File: config.mk
export PLATFORM = sky130hd
export DESIGN_NAME = seg7_scan_mux_flat
export DESIGN_NICKNAME = d
export VERILOG_FILES = /design/src/rtl/seg7_scan_mux_if.sv /design/src/rtl/seg7_scan_mux.sv /design/src/flat_wrapper.sv
export SDC_FILE = /design/constraint.sdc
export NUM_CORES = 1
export LEC_CHECK = 0
export CORE_MARGIN = 2
export CORE_UTILIZATION = 23
export CTS_CLUSTER_SIZE = 28
export DETAILED_ROUTE_END_ITERATION = 8
export GPL_TIMING_DRIVEN = 0
export PLACE_DENSITY_LB_ADDON = 0.15
export SETUP_SLACK_MARGIN = 0.1
export SYNTH_ARGS = -nofsm -noshare
export SYNTH_HDL_FRONTEND = slang
export SYNTH_SLANG_ARGS = --single-unit
File: constraint.sdc
create_clock -name clk -period 2.8 [get_ports clk]
set_input_delay 0.56 -clock clk [delete_from_list [all_inputs] [get_ports clk]]
set_output_delay 0.56 -clock clk [all_outputs]
set_load 0.05 [all_outputs]
File: src/rtl/seg7_scan_mux_if.sv
// Update channel for seg7_scan_mux: a new digit/dot pattern offered with a valid/ready handshake.
// The master offers the pattern and the slave (the display block) reports when it can take one.
interface seg7_scan_mux_if;
  logic [15:0] in_digits;
  logic [3:0]  in_dots;
  logic        in_valid;
  logic        in_ready;

  modport master (
    output in_digits,
    output in_dots,
    output in_valid,
    input  in_ready
  );

  modport slave (
    input  in_digits,
    input  in_dots,
    input  in_valid,
    output in_ready
  );
endinterface

File: src/rtl/seg7_scan_mux.sv
// Four-digit multiplexed 7-segment scanner with double-buffered, frame-synchronous updates,
// per-slot blanking and optional leading-zero suppression.
module seg7_scan_mux #(
  parameter int unsigned SLOT_CYCLES  = 10000,
  parameter int unsigned BLANK_CYCLES = 100
) (
  input  logic                  clk,
  input  logic                  rst,
  seg7_scan_mux_if.slave        upd_if,
  input  logic                  blank_lz,
  output logic [6:0]            seg,
  output logic                  dp,
  output logic [3:0]            an,
  output logic                  frame_done
);

  localparam int unsigned    CntW    = (SLOT_CYCLES > 2) ? $clog2(SLOT_CYCLES) : 1;
  localparam logic [CntW-1:0] CntLast = CntW'(SLOT_CYCLES - 1);

  // Scan position
  logic [CntW-1:0] r_cnt;
  logic [1:0]      r_idx;

  // Double-buffered display contents
  logic [15:0] r_act_digits;
  logic [3:0]  r_act_dots;
  logic [15:0] r_sh_digits;
  logic [3:0]  r_sh_dots;
  logic        r_pending;

  // Registered outputs
  logic [6:0] r_seg;
  logic       r_dp;
  logic [3:0] r_an;
  logic       r_frame_done;

  logic       w_slot_end;
  logic       w_boundary;
  logic       w_accept;
  logic       w_transfer;
  logic       w_blank;
  logic [3:0] w_nibble;
  logic       w_dot;
  logic [3:0] w_zero_from;
  logic       w_suppress;
  logic [6:0] w_seg_dec;
  logic [6:0] w_seg_nxt;
  logic       w_dp_nxt;
  logic [3:0] w_an_nxt;

  function automatic logic [6:0] decode_hex(input logic [3:0] nib);
    logic [6:0] s;
    case (nib)
      4'd0:    s = 7'h3F;
      4'd1:    s = 7'h06;
      4'd2:    s = 7'h5B;
      4'd3:    s = 7'h4F;
      4'd4:    s = 7'h66;
      4'd5:    s = 7'h6D;
      4'd6:    s = 7'h7D;
      4'd7:    s = 7'h07;
      4'd8:    s = 7'h7F;
      4'd9:    s = 7'h6F;
      default: s = 7'h40;
    endcase
    return s;
  endfunction

  assign upd_if.in_ready = !r_pending && !rst;

  assign w_slot_end = (r_cnt == CntLast);
  assign w_boundary = w_slot_end && (r_idx == 2'd3);
  assign w_accept   = upd_if.in_valid && upd_if.in_ready;
  // pending is known clear whenever w_accept is high, so a boundary-cycle capture waits a frame
  assign w_transfer = w_boundary && r_pending;
  assign w_blank    = 32'(r_cnt) < BLANK_CYCLES;

  always_comb begin
    w_nibble = 4'd0;
    w_dot    = 1'b0;
    unique case (r_idx)
      2'd0: begin w_nibble = r_act_digits[3:0];   w_dot = r_act_dots[0]; end
      2'd1: begin w_nibble = r_act_digits[7:4];   w_dot = r_act_dots[1]; end
      2'd2: begin w_nibble = r_act_digits[11:8];  w_dot = r_act_dots[2]; end
      2'd3: begin w_nibble = r_act_digits[15:12]; w_dot = r_act_dots[3]; end
      default: ;
    endcase
  end

  // w_zero_from[k]: active nibbles k..3 are all zero
  always_comb begin
    w_zero_from[3] = (r_act_digits[15:12] == 4'd0);
    w_zero_from[2] = w_zero_from[3] && (r_act_digits[11:8] == 4'd0);
    w_zero_from[1] = w_zero_from[2] && (r_act_digits[7:4] == 4'd0);
    w_zero_from[0] = w_zero_from[1] && (r_act_digits[3:0] == 4'd0);
  end

  assign w_suppress = blank_lz && (r_idx != 2'd0) && w_zero_from[r_idx];
  assign w_seg_dec  = decode_hex(w_nibble);

  always_comb begin
    w_seg_nxt = 7'd0;
    w_dp_nxt  = 1'b0;
    w_an_nxt  = 4'd0;
    if (!w_blank) begin
      w_an_nxt  = 4'b0001 << r_idx;
      w_dp_nxt  = w_dot;
      w_seg_nxt = w_suppress ? 7'd0 : w_seg_dec;
    end
  end

  always_ff @(posedge clk) begin
    if (rst) begin
      r_cnt <= '0;
      r_idx <= 2'd0;
    end else if (w_slot_end) begin
      r_cnt <= '0;
      r_idx <= r_idx + 2'd1;
    end else begin
      r_cnt <= r_cnt + 1'b1;
    end
  end

  always_ff @(posedge clk) begin
    if (rst) begin
      r_act_digits <= 16'd0;
      r_act_dots   <= 4'd0;
      r_sh_digits  <= 16'd0;
      r_sh_dots    <= 4'd0;
      r_pending    <= 1'b0;
    end else begin
      if (w_transfer) begin
        r_act_digits <= r_sh_digits;
        r_act_dots   <= r_sh_dots;
      end
      if (w_accept) begin
        r_sh_digits <= upd_if.in_digits;
        r_sh_dots   <= upd_if.in_dots;
        r_pending   <= 1'b1;
      end else if (w_transfer) begin
        r_pending <= 1'b0;
      end
    end
  end

  always_ff @(posedge clk) begin
    if (rst) begin
      r_seg        <= 7'd0;
      r_dp         <= 1'b0;
      r_an         <= 4'd0;
      r_frame_done <= 1'b0;
    end else begin
      r_seg        <= w_seg_nxt;
      r_dp         <= w_dp_nxt;
      r_an         <= w_an_nxt;
      r_frame_done <= w_boundary;
    end
  end

  assign seg        = r_seg;
  assign dp         = r_dp;
  assign an         = r_an;
  assign frame_done = r_frame_done;

endmodule

File: src/flat_wrapper.sv
// flat-port wrapper written by rule: the top's interface ports become plain ports
module seg7_scan_mux_flat 
#(
  parameter int unsigned SLOT_CYCLES  = 10000,
  parameter int unsigned BLANK_CYCLES = 100
)
  (clk, rst, blank_lz, seg, dp, an, frame_done, upd_if_in_digits, upd_if_in_dots, upd_if_in_valid, upd_if_in_ready);
  seg7_scan_mux_if upd_if_i ();
  input  logic clk;
  input  logic rst;
  input  logic blank_lz;
  output logic [6:0] seg;
  output logic dp;
  output logic [3:0] an;
  output logic frame_done;
  input wire logic [$bits(upd_if_i.in_digits)-1:0] upd_if_in_digits;
  input wire logic [$bits(upd_if_i.in_dots)-1:0] upd_if_in_dots;
  input wire logic [$bits(upd_if_i.in_valid)-1:0] upd_if_in_valid;
  output wire logic [$bits(upd_if_i.in_ready)-1:0] upd_if_in_ready;
  assign upd_if_i.in_digits = upd_if_in_digits;
  assign upd_if_i.in_dots = upd_if_in_dots;
  assign upd_if_i.in_valid = upd_if_in_valid;
  assign upd_if_in_ready = upd_if_i.in_ready;
  seg7_scan_mux #(.SLOT_CYCLES(SLOT_CYCLES), .BLANK_CYCLES(BLANK_CYCLES)) u_core (.clk(clk), .rst(rst), .upd_if(upd_if_i), .blank_lz(blank_lz), .seg(seg), .dp(dp), .an(an), .frame_done(frame_done));
endmodule
* Word-level counts from Yosys, hierarchy flattened
Memory sizes are Yosys's and may differ from the RTL's. A register that Yosys moved wholly into a read port is not among the register bits. Cells that the tools add are included.
Word-level totals: ROM bits 112, output and inout bits 14, bits in writable memories 0, memories kept 1, register bits after elaboration 63, bits in latches 0, input bits 24
Memory list:
- (no name shown) | words 16, width 7, read ports 1, clocked after Yosys merged registers in 1, write ports 0, RTL line seg7_scan_mux.sv:53 | case (nib)
Cells by class: reduce and logical (&&, ||, !) cells 21, multipliers 0, bitwise operators 0, muxes and demuxes 6, shift operators 1, $lt $le $gt $ge 2, $add $sub $neg 2, divide/modulo/power cells 0, equal/unequal tests 4
Operators with widths (count):
- 4-bit zero test | 4
- 4-bit case mux with 4 select lines | 1
- 14-bit by 1-bit adder with 14-bit output, second input constant | 1
- 14-bit == test, second input constant | 1
- 14-bit by 7-bit < comparator with 1-bit output, second input constant | 1
- 1-bit logical AND | 9
- 2-bit == test, second input constant | 2
- 1-bit case mux with 4 select lines | 1
- 2-bit nonzero test | 2
- 2-bit OR reduction | 2
- 1-bit by 2-bit left shift with 4-bit output, first input constant | 1
- 2-bit by 3-bit < comparator with 1-bit output, second input constant | 1
- 1-bit two-way mux | 3
- 3-bit OR reduction | 1
- 2-bit by 1-bit adder with 2-bit output, second input constant | 1
- 1-bit binary-select mux with 2-bit select | 1
- 2-bit by 1-bit == test with 1-bit output, second input constant | 1
- 1-bit zero test | 2
- 2-bit zero test | 1

* Logic depth before layout (Yosys ltp)
Gate-level depths: netlist of run 1.
depth after elaboration 8, mapped depth 10, mapped depth without buffers 10

* Least setup slack after synthesis of run 1
No wires, ideal clock.
path type register to register, from register u_core.r_idx[1], to register u_core.r_seg[3], in the netlist u_core.seg[3], setup slack 0.607 ns, clock period less this slack 2.193 ns, buffers on the path 0, stages on the path, launching flop included 9, arrival time 2.066 ns, data required time 2.673 ns, cell sequence dfxtp_1 inv_1 ha_1 a222oi_1 a21oi_1 ha_1 or2_2 a21oi_1 nor3_2
Between the ends: cells in the longest elaborated chain, start to end 4, elaborated cells on any way between the ends 11, those cells by class 3 x eq/ne; 3 x mux; 5 x reduce/logical
RTL lines:
- start, declared | RTL line seg7_scan_mux.sv:22 | logic [1:0] r_idx;
- start signal, assigned | RTL line seg7_scan_mux.sv:118 | r_idx <= r_idx + 2'd1;
- 1-bit binary-select mux with 2-bit select / 2-bit nonzero test (equally long branches) | RTL line seg7_scan_mux.sv:98 | assign w_suppress = blank_lz && (r_idx != 2'd0) && w_zero_from[r_idx];
- 1-bit two-way mux (implied by the code) / 1-bit logical AND (equally long branches) | RTL line seg7_scan_mux.sv:98
- 1-bit logical AND | RTL line seg7_scan_mux.sv:98
- 3-bit OR reduction (no line)
- end, declared | RTL line seg7_scan_mux.sv:32 | logic [6:0] r_seg;
Parallel ways exist; a longest one is shown, timed or not. The select of a mux whose other input is x is not followed. A chain may end at the register's enable or synchronous reset.

* Worst setup path after layout of run 1
Same ends and word-level chain as after synthesis.

==> impl_summary.txt, run 1 <==
----------------------------------------------------
[Power and ir drop]
  Cell leakage power ... 1.36 nW
  Switching part of the total power ... 21.1%
  Share of total power in combinational logic ... 4.1%
  Power spent charging and discharging nets ... 0.482 mW
  Power per unit of standard cell area ... 595 mW/mm²
  Share of power burned in the clock network ... 50.7%
  Max rail drop VDD ... 263 µV
  Internal cell power ... 1.81 mW
  Sequential power share ... 45.3%

[Setup path]
  Data arrival time of the critical path ... 2.79 ns
  Setup crit start kind ... register
  Required time at the worst-slack endpoint ... 3.01 ns
  Critical path endpoint category ... register
  Maximum fanout count along the critical path ... 8
  Worst setup path class ... register to register
  Slowest CP cell ... dfxtp_1
  Reg2reg path depth ... 8
  Stage delay of the slowest cell on the critical path ... 0.49 ns
  Sequence of cells on the critical path ... inv_1 -> ha_1 -> a222oi_1 -> a21oi_1 -> ha_1 -> or2_2 -> a21oi_1 -> nor3_2

[Worst hold path]
  Hold path cells ... 2
  Worst hold-check path type ... register to register

[Synth]
  Synthesized netlist cell count ... 343
  Register area share after synthesis ... 47.7%
  Netlist area before placement ... 0.00294 mm²
  Synth warnings ... 0
  Ys async rst share ... 0%
  EDFF count, synth ... 0
  Prevailing post-synth register cell ... dfxtp_1
  Mean instance size in the synthesized netlist ... 8.57 µm²
  Number of register bits inferred by synthesis ... 70
  Count of distinct cell types in the synthesized netlist ... 42
  Post-synth net total ... 378

[Placed design]
  Setup Slack @ Placement ... 0.255 ns
  Port buffer count ... 37
  HPWL Detailed ... 5100 µm
  Weighted congestion at the end of routability-driven global placement ... 0.748

[Global routing]
  Number of antenna violations at the first check in global routing ... 0
  Pin count of the biggest net entering global routing ... 13
  Wire length of the first global-routing pass ... 11200 µm
  Overflow left after global routing ... 0
  Via count of the first global-routing pass ... 2302
  Overall track demand over capacity in global routing ... 10.8%

[Timing]
  Setup TNS ... 0 ns
  Unrepaired setup endpoints after global routing ... false
  Max Clock Freq ... 387 MHz
  Worst Clk Skew ... 0.00439 ns
  Final worst path period share ... 92.2%
  Final hold violation count ... 0
  Slew Limit Headroom ... 64.0%
  Max-slew violations ... 0
  Measured slew at the worst slew-check pin ... 0.540 ns
  Final setup vio count ... 0
  Shortest clock period the worst path allows after layout ... 2.58 ns
  Post-layout worst setup margin ... 0.217 ns

[Floorplan]
  # rows ... 41
  Area of the core region ... 0.0126 mm²
  Horizontal die dimension ... 117 µm
  Overall die height ... 117 µm
  Number of ports placed on the die boundary ... 38
  Initial standard-cell utilization of the core ... 23.4%
  Die Footprint ... 0.0137 mm²

[Flow run]
  Max-cap check violation count ... 0

[Clock tree]
  CTS HTree Levels ... 3
  Clock latency reported for the late side of the worst-skew pair ... 0.33 ns
  Cell at the root of the clock tree ... clkbuf_16
  Worst-path clk slew ... 0.05 ns
  Clock buffer count from CTS ... 9
  Post-CTS Hold Fix Bufs ... 0
  CTS tree ... done
  Buffer depth of the longest clock path ... 2
  Clock Sink Count ... 70

[Drt]
  Vias post-DR ... 2389
  Routed Wire Length ... 6800 µm
  Router iterations before antenna repair ... 6
  Wire length the detailed router placed on met1 ... 3280 µm
  DRC viols ... 0
  Total met3 wirelength after detailed routing ... 347 µm
  Number of vias per cell ... 4.20
  Initial DRC count ... 89
  Top routing layer in use ... met4
  Average wire per cell in the routed design ... 12.0 µm
  Count of antenna-violating nets left after detailed routing ... 0
  Met2 wirelength from detailed routing ... 3080 µm

[Final layout]
  Final Net Count ... 427
  Synthesis-to-layout area growth ... 30.9%
  Share of layout cells above drive strength 1 ... 8.82%
  Inserted Diodes ... 0
  Number of fillers in the final layout ... 1384

[Outcome]
  Run status ... finished clean

----------------------------------------------------
-- registers in the layout (all words and copies together), names as in the netlist --
signal               flops
u_core.an                4
u_core.dp                1
u_core.frame_done        1
u_core.r_act_digits     16
u_core.r_act_dots        4
u_core.r_cnt            14
u_core.r_idx             2
u_core.r_pending         1
u_core.r_sh_digits      16
u_core.r_sh_dots         4
u_core.seg               7
-- worst max-delay path: cells and delay by family, from the launching register on --
kind,cells,cell delay (ns)
AO/OA/AOI/OAI,3,0.87
AND/OR/NAND/NOR,2,0.35
adder cells (fa/ha/maj),2,0.61
buffers and inverters,1,0.15
flip-flops,1,0.49
-- worst paths after layout --
kind,start,end,slack [ns]
worst max-delay path,u_core.r_idx[1],u_core.seg[3],0.22
worst min-delay path,u_core.r_sh_dots[1],u_core.r_act_dots[1],0.45
worst min register to register,u_core.r_sh_dots[1],u_core.r_act_dots[1],0.45
worst max register to register,u_core.r_idx[1],u_core.seg[3],0.22
-- cell usage in the layout, fill, tap and decap left out, types with 4 or more instances in the layout --
master	n
ha_1	11
clkdlybuf4s50_1	37
nor2_1	27
clkbuf_16	9
nand2b_1	21
dfxtp_1	70
buf_2	4
o21ai_0	21
nand2_1	68
clkbuf_1	9
a222oi_1	4
xor2_1	5
xnor2_1	8
inv_1	6
nor3_1	6
a21oi_1	29
nor4_1	5
nand3_1	8
and3_1	7
-- kinds of logic after synthesis --
group	Yosys count	synth area share, %
DFF	70	47.7
AOI/OAI and AO/OA	65	13.1
muxes	3	1.19
and+or+nand+nor	158	25.7
buffers and inverters	23	3.75
adders and majority gates	11	4.68
xor gates and xnor gates	13	3.87
-- metal layers --
layer | vias up | global-route usage, %
met5 | - | 0
met3 | 7 | 3.76
li1 | 1260 | -
met1 | 1081 | 13.7
met4 | 0 | 4.00
met2 | 41 | 17.0
-- metrics by stage --
step / cell area, µm² / total power, mW / hold WS, ns / util [%] / std cells
floorplan: 2940 / 1.10 / 0.426 / - / 343
global placement: 3520 / 1.15 / 0.447 / 28.0 / 552
detailed placement: 3520 / 1.15 / 0.450 / 28.0 / 552
CTS: 3830 / 2.32 / 0.458 / 30.5 / 568
global route: 3850 / 2.38 / 0.466 / 30.6 / 569
finish: 3850 / 2.29 / 0.454 / 30.6 / 569
-- power groups by stage --
stage | registers, mW | clock network, mW | logic [mW]
floorplan | 1.05 | 0 | 0.0457
detailed placement | 1.06 | 0 | 0.0951
global placement | 1.06 | 0 | 0.0939
global route | 1.04 | 1.24 | 0.104
CTS | 1.04 | 1.19 | 0.0956
finish | 1.04 | 1.16 | 0.0930
-- synth_stat cells, types with 2 or more instances --
cell / n / area share [%]
mux2i_1: 2 / 0.68
inv_1: 6 / 0.77
nor2_2: 2 / 0.43
or2_1: 2 / 0.43
nor2b_1: 2 / 0.43
ha_1: 11 / 4.7
nor4_1: 5 / 1.1
a21oi_1: 30 / 5.1
nor3_1: 6 / 1.0
xor2_1: 5 / 1.5
nand3_1: 8 / 1.4
a222oi_1: 4 / 1.4
nor3b_1: 2 / 0.51
nor3_2: 2 / 0.68
and3_1: 7 / 1.5
o21ai_0: 21 / 3.6
nor2_1: 27 / 3.4
dfxtp_1: 70 / 48
nand2b_1: 21 / 4.5
buf_2: 4 / 0.68
clkbuf_1: 9 / 1.1
buf_4: 2 / 0.51
nand2_1: 68 / 8.7
xnor2_1: 8 / 2.4
and2_1: 2 / 0.43
-- area by class of cell --
type | instances | area [µm²] | share of cell area [%]
multi-input cells | 250 | 1430 | 37.2
flip-flops and latches | 70 | 1400 | 36.4
repair buffers | 38 | 378 | 9.82
clock buffers | 11 | 253 | 6.57
well taps | 172 | 215 | 5.60
plain buffers | 16 | 83.8 | 2.18
clock inverters | 5 | 57.6 | 1.50
inverters | 7 | 26.3 | 0.683
-- timing repair --
| item | CTS | global route |
|---|---|---|
| gates resized for setup | 0 | 1 |
| setup endpoints to repair | 0 | 1 |
| buffers inserted | 0 | 1 |
No activity file was read; power rests on OpenSTA's default activity.
==> run 2, diff against run 1 <==
--- a/config.mk
+++ b/config.mk
@@ -5,6 +5,7 @@
 export SDC_FILE = /design/constraint.sdc
 export NUM_CORES = 1
 export LEC_CHECK = 0
+export ABC_AREA = 1
 export CORE_MARGIN = 2
 export CORE_UTILIZATION = 23
 export CTS_CLUSTER_SIZE = 28
==> run 2 against run 1 <==
  * Worst hold slack lost 0.0052 ns
  * Final cell count grew 15%
  * Design area grew 5.2%
  * Via count grew 13%
  * Non-clock buffer count grew 1
  * Setup slack gained 0.27 ns
  * Register-to-register slack gained 0.31 ns
  * Die area grew 7.2%
  * Global-route usage grew 0.85 points
  * Combinational power grew 17%
  * Critical path type is now primary input to primary output
==> impl_summary.txt, run 2 <==
----------------------------------------------------
[Clock tree]
  Clock buffer count from CTS ... 9
  Clock Sink Count ... 70
  Gates resized, CTS repair ... 0
  Buffer depth of the longest clock path ... 2
  CTS HTree Levels ... 3
  Post-CTS Hold Fix Bufs ... 0
  Cell at the root of the clock tree ... clkbuf_16
  Buffers inserted by post-CTS timing repair ... 0
  Clock latency reported for the late side of the worst-skew pair ... 0.33 ns
  Worst-path clk slew ... 0.06 ns
  CTS tree ... done

[Synth]
  Share of the synthesized area in the top cell type ... 44.4%
  Mean instance size in the synthesized netlist ... 7.45 µm²
  Leading cell types by count after synthesis ... nand2_1, dfxtp_1, nor2_1
  Post-synth net total ... 459
  Leading area contributor after synthesis ... dfxtp_1
  Synthesized-area fraction occupied by adder cells ... 4.36%
  Netlist area before placement ... 0.00316 mm²
  EDFF count, synth ... 0
  Leading cell types by total area after synthesis ... dfxtp_1, nand2_1, a21oi_1, nand3_1, nand4_1
  Register area share after synthesis ... 44.4%
  Post-Synth XOR/XNOR Area ... 1.66%
  Count of distinct cell types in the synthesized netlist ... 35
  Synthesized netlist cell count ... 424
  Post-synthesis mux area share ... 0%
  Main combinational cell family by area after synthesis ... simple AND/OR/NAND/NOR gates
  Post-synthesis share of cell area spent on and, or, nand and nor gates ... 36.2%
  Most frequent cell after synthesis ... nand2_1
  Number of register bits inferred by synthesis ... 70
  Prevailing post-synth register cell ... dfxtp_1
  Ys async rst share ... 0%
  Synth warnings ... 0
  Fraction of the mapped netlist area in compound gates ... 6.94%

[Setup path]
  Stage delay of the slowest cell on the critical path ... 0.84 ns
  Buffers and inverters on the worst path ... 2
  Required time at the worst-slack endpoint ... 2.24 ns
  Critical path endpoint category ... primary output
  Sequence of cells on the critical path ... buf_2 -> nor2_1 -> clkdlybuf4s50_1
  Slowest CP cell ... clkdlybuf4s50_1
  Kind of cell adding the most delay to the critical path ... buffers and inverters
  Worst setup path class ... primary input to primary output
  Maximum fanout count along the critical path ... 9
  Setup crit start kind ... primary input
  Data arrival time of the critical path ... 1.76 ns

[Timing]
  Final worst path period share ... 82.7%
  Setup TNS ... 0 ns
  Slew Limit Headroom ... 66.7%
  Max Clock Freq ... 432 MHz
  Unrepaired setup endpoints after global routing ... false
  Final hold violation count ... 0
  Post-layout worst setup margin ... 0.484 ns
  Worst Clk Skew ... 0.00675 ns
  Shortest clock period the worst path allows after layout ... 2.32 ns
  Final setup vio count ... 0
  Max-slew violations ... 0
  Measured slew at the worst slew-check pin ... 0.497 ns

[Power and ir drop]
  Power spent charging and discharging nets ... 0.510 mW
  Share of power burned in the clock network ... 49.9%
  Sequential power share ... 45.4%
  Max rail drop VDD ... 329 µV
  Share of total power in combinational logic ... 4.7%
  Switching part of the total power ... 22.2%
  Cell leakage power ... 1.62 nW
  Internal cell power ... 1.79 mW
  Power per unit of standard cell area ... 568 mW/mm²

[Global routing]
  Pin count of the biggest net entering global routing ... 13
  Overall track demand over capacity in global routing ... 11.6%
  Overflow left after global routing ... 0
  Wire length of the first global-routing pass ... 13400 µm
  Number of antenna violations at the first check in global routing ... 0
  Via count of the first global-routing pass ... 2730

[Floorplan]
  Initial standard-cell utilization of the core ... 23.7%
  # rows ... 42
  Area of the core region ... 0.0133 mm²
  Overall die height ... 121 µm
  Die Footprint ... 0.0147 mm²
  Horizontal die dimension ... 121 µm
  Number of ports placed on the die boundary ... 38

[Final layout]
  Synthesis-to-layout area growth ... 28.1%
  Most common cell after layout, fill and taps aside ... nand2_1
  Top Registers ... u_core.r_act_digits: 16 flops, u_core.r_sh_digits: 16 flops, u_core.r_cnt: 14 flops
  Inserted Diodes ... 0
  Share of layout cells above drive strength 1 ... 9.24%
  Commonest non-fill, non-tap cells in the layout ... nand2_1, dfxtp_1, nor2_1
  Final Net Count ... 506

[Worst hold path]
  Worst hold-check path type ... register to register

[Drt]
  Number of vias per cell ... 4.14
  Vias post-DR ... 2700
  Average wire per cell in the routed design ... 11.7 µm
  DRC viols ... 0
  Count of antenna-violating nets left after detailed routing ... 0
  Routed Wire Length ... 7600 µm
  Router iterations before antenna repair ... 4
  Initial DRC count ... 142

[Outcome]
  Run status ... finished clean

[Placed design]
  Weighted congestion at the end of routability-driven global placement ... 0.760
  Port buffer count ... 36
  HPWL Detailed ... 5790 µm
  Setup Slack @ Placement ... 0.356 ns

[Flow run]
  Max-cap check violation count ... 0

----------------------------------------------------
[run 2: layer usage]
| layer | up-vias | track usage (%) | wire length (µm) |
|---|---|---|---|
| met2 | 57 | 16.7 | 3140 |
| li1 | 1478 | - | - |
| met3 | 11 | 2.73 | 246 |
| met4 | 0 | 5.46 | 170 |
| met1 | 1154 | 16.3 | 4040 |
| met5 | - | 0 | 0 |
[run 2: cells by family (layout without fill, tap and decap cells)]
group	Yosys count	count (layout)
simple gates	250	250
flops	70	70
buf+inv	47	99
compound gates	40	40
fa+ha+maj	11	11
xor+xnor	6	6
[run 2: final cells by class]
type	instances	area [µm²]
clock inverters	5	58.8
multi-input cells	307	1560
well taps	176	220
plain buffers	19	97.6
flip-flops and latches	70	1400
fillers	1483	9300
repair buffers	36	360
inverters	28	106
clock buffers	11	243
[run 2: power by group through the flow]
| stage | registers [mW] | clock network (mW) | logic (mW) |
|---|---|---|---|
| 3_5_place_dp | 1.07 | 0 | 0.110 |
| 2_1_floorplan | 1.06 | 0 | 0.0608 |
| 5_1_grt | 1.05 | 1.23 | 0.123 |
| 6_report | 1.04 | 1.15 | 0.109 |
| 4_1_cts | 1.04 | 1.18 | 0.111 |
| 3_3_place_gp | 1.06 | 0 | 0.109 |
[run 2: metrics by stage]
stage | total power [mW] | instance area [µm²] | cells | utilization (%) | hold WS (ns)
2_1_floorplan | 1.12 | 3160 | 424 | - | 0.417
3_3_place_gp | 1.17 | 3740 | 636 | 28.0 | 0.433
3_5_place_dp | 1.18 | 3740 | 636 | 28.0 | 0.439
4_1_cts | 2.33 | 4040 | 652 | 30.3 | 0.452
5_1_grt | 2.40 | 4050 | 652 | 30.3 | 0.493
6_report | 2.30 | 4050 | 652 | 30.3 | 0.449
[run 2: path summary, 6_finish.rpt]
| check | start | to | slack [ns] | cells after the start |
|---|---|---|---|---|
| setup / recovery | rst | upd_if_in_ready | 0.48 | 3 |
| hold / removal | u_core.r_cnt[0] | u_core.r_cnt[0] | 0.45 | 1 |
| setup reg to reg | u_core.r_idx[0] | u_core.seg[3] | 0.53 | 11 |
| hold reg to reg | u_core.r_cnt[0] | u_core.r_cnt[0] | 0.45 | 1 |
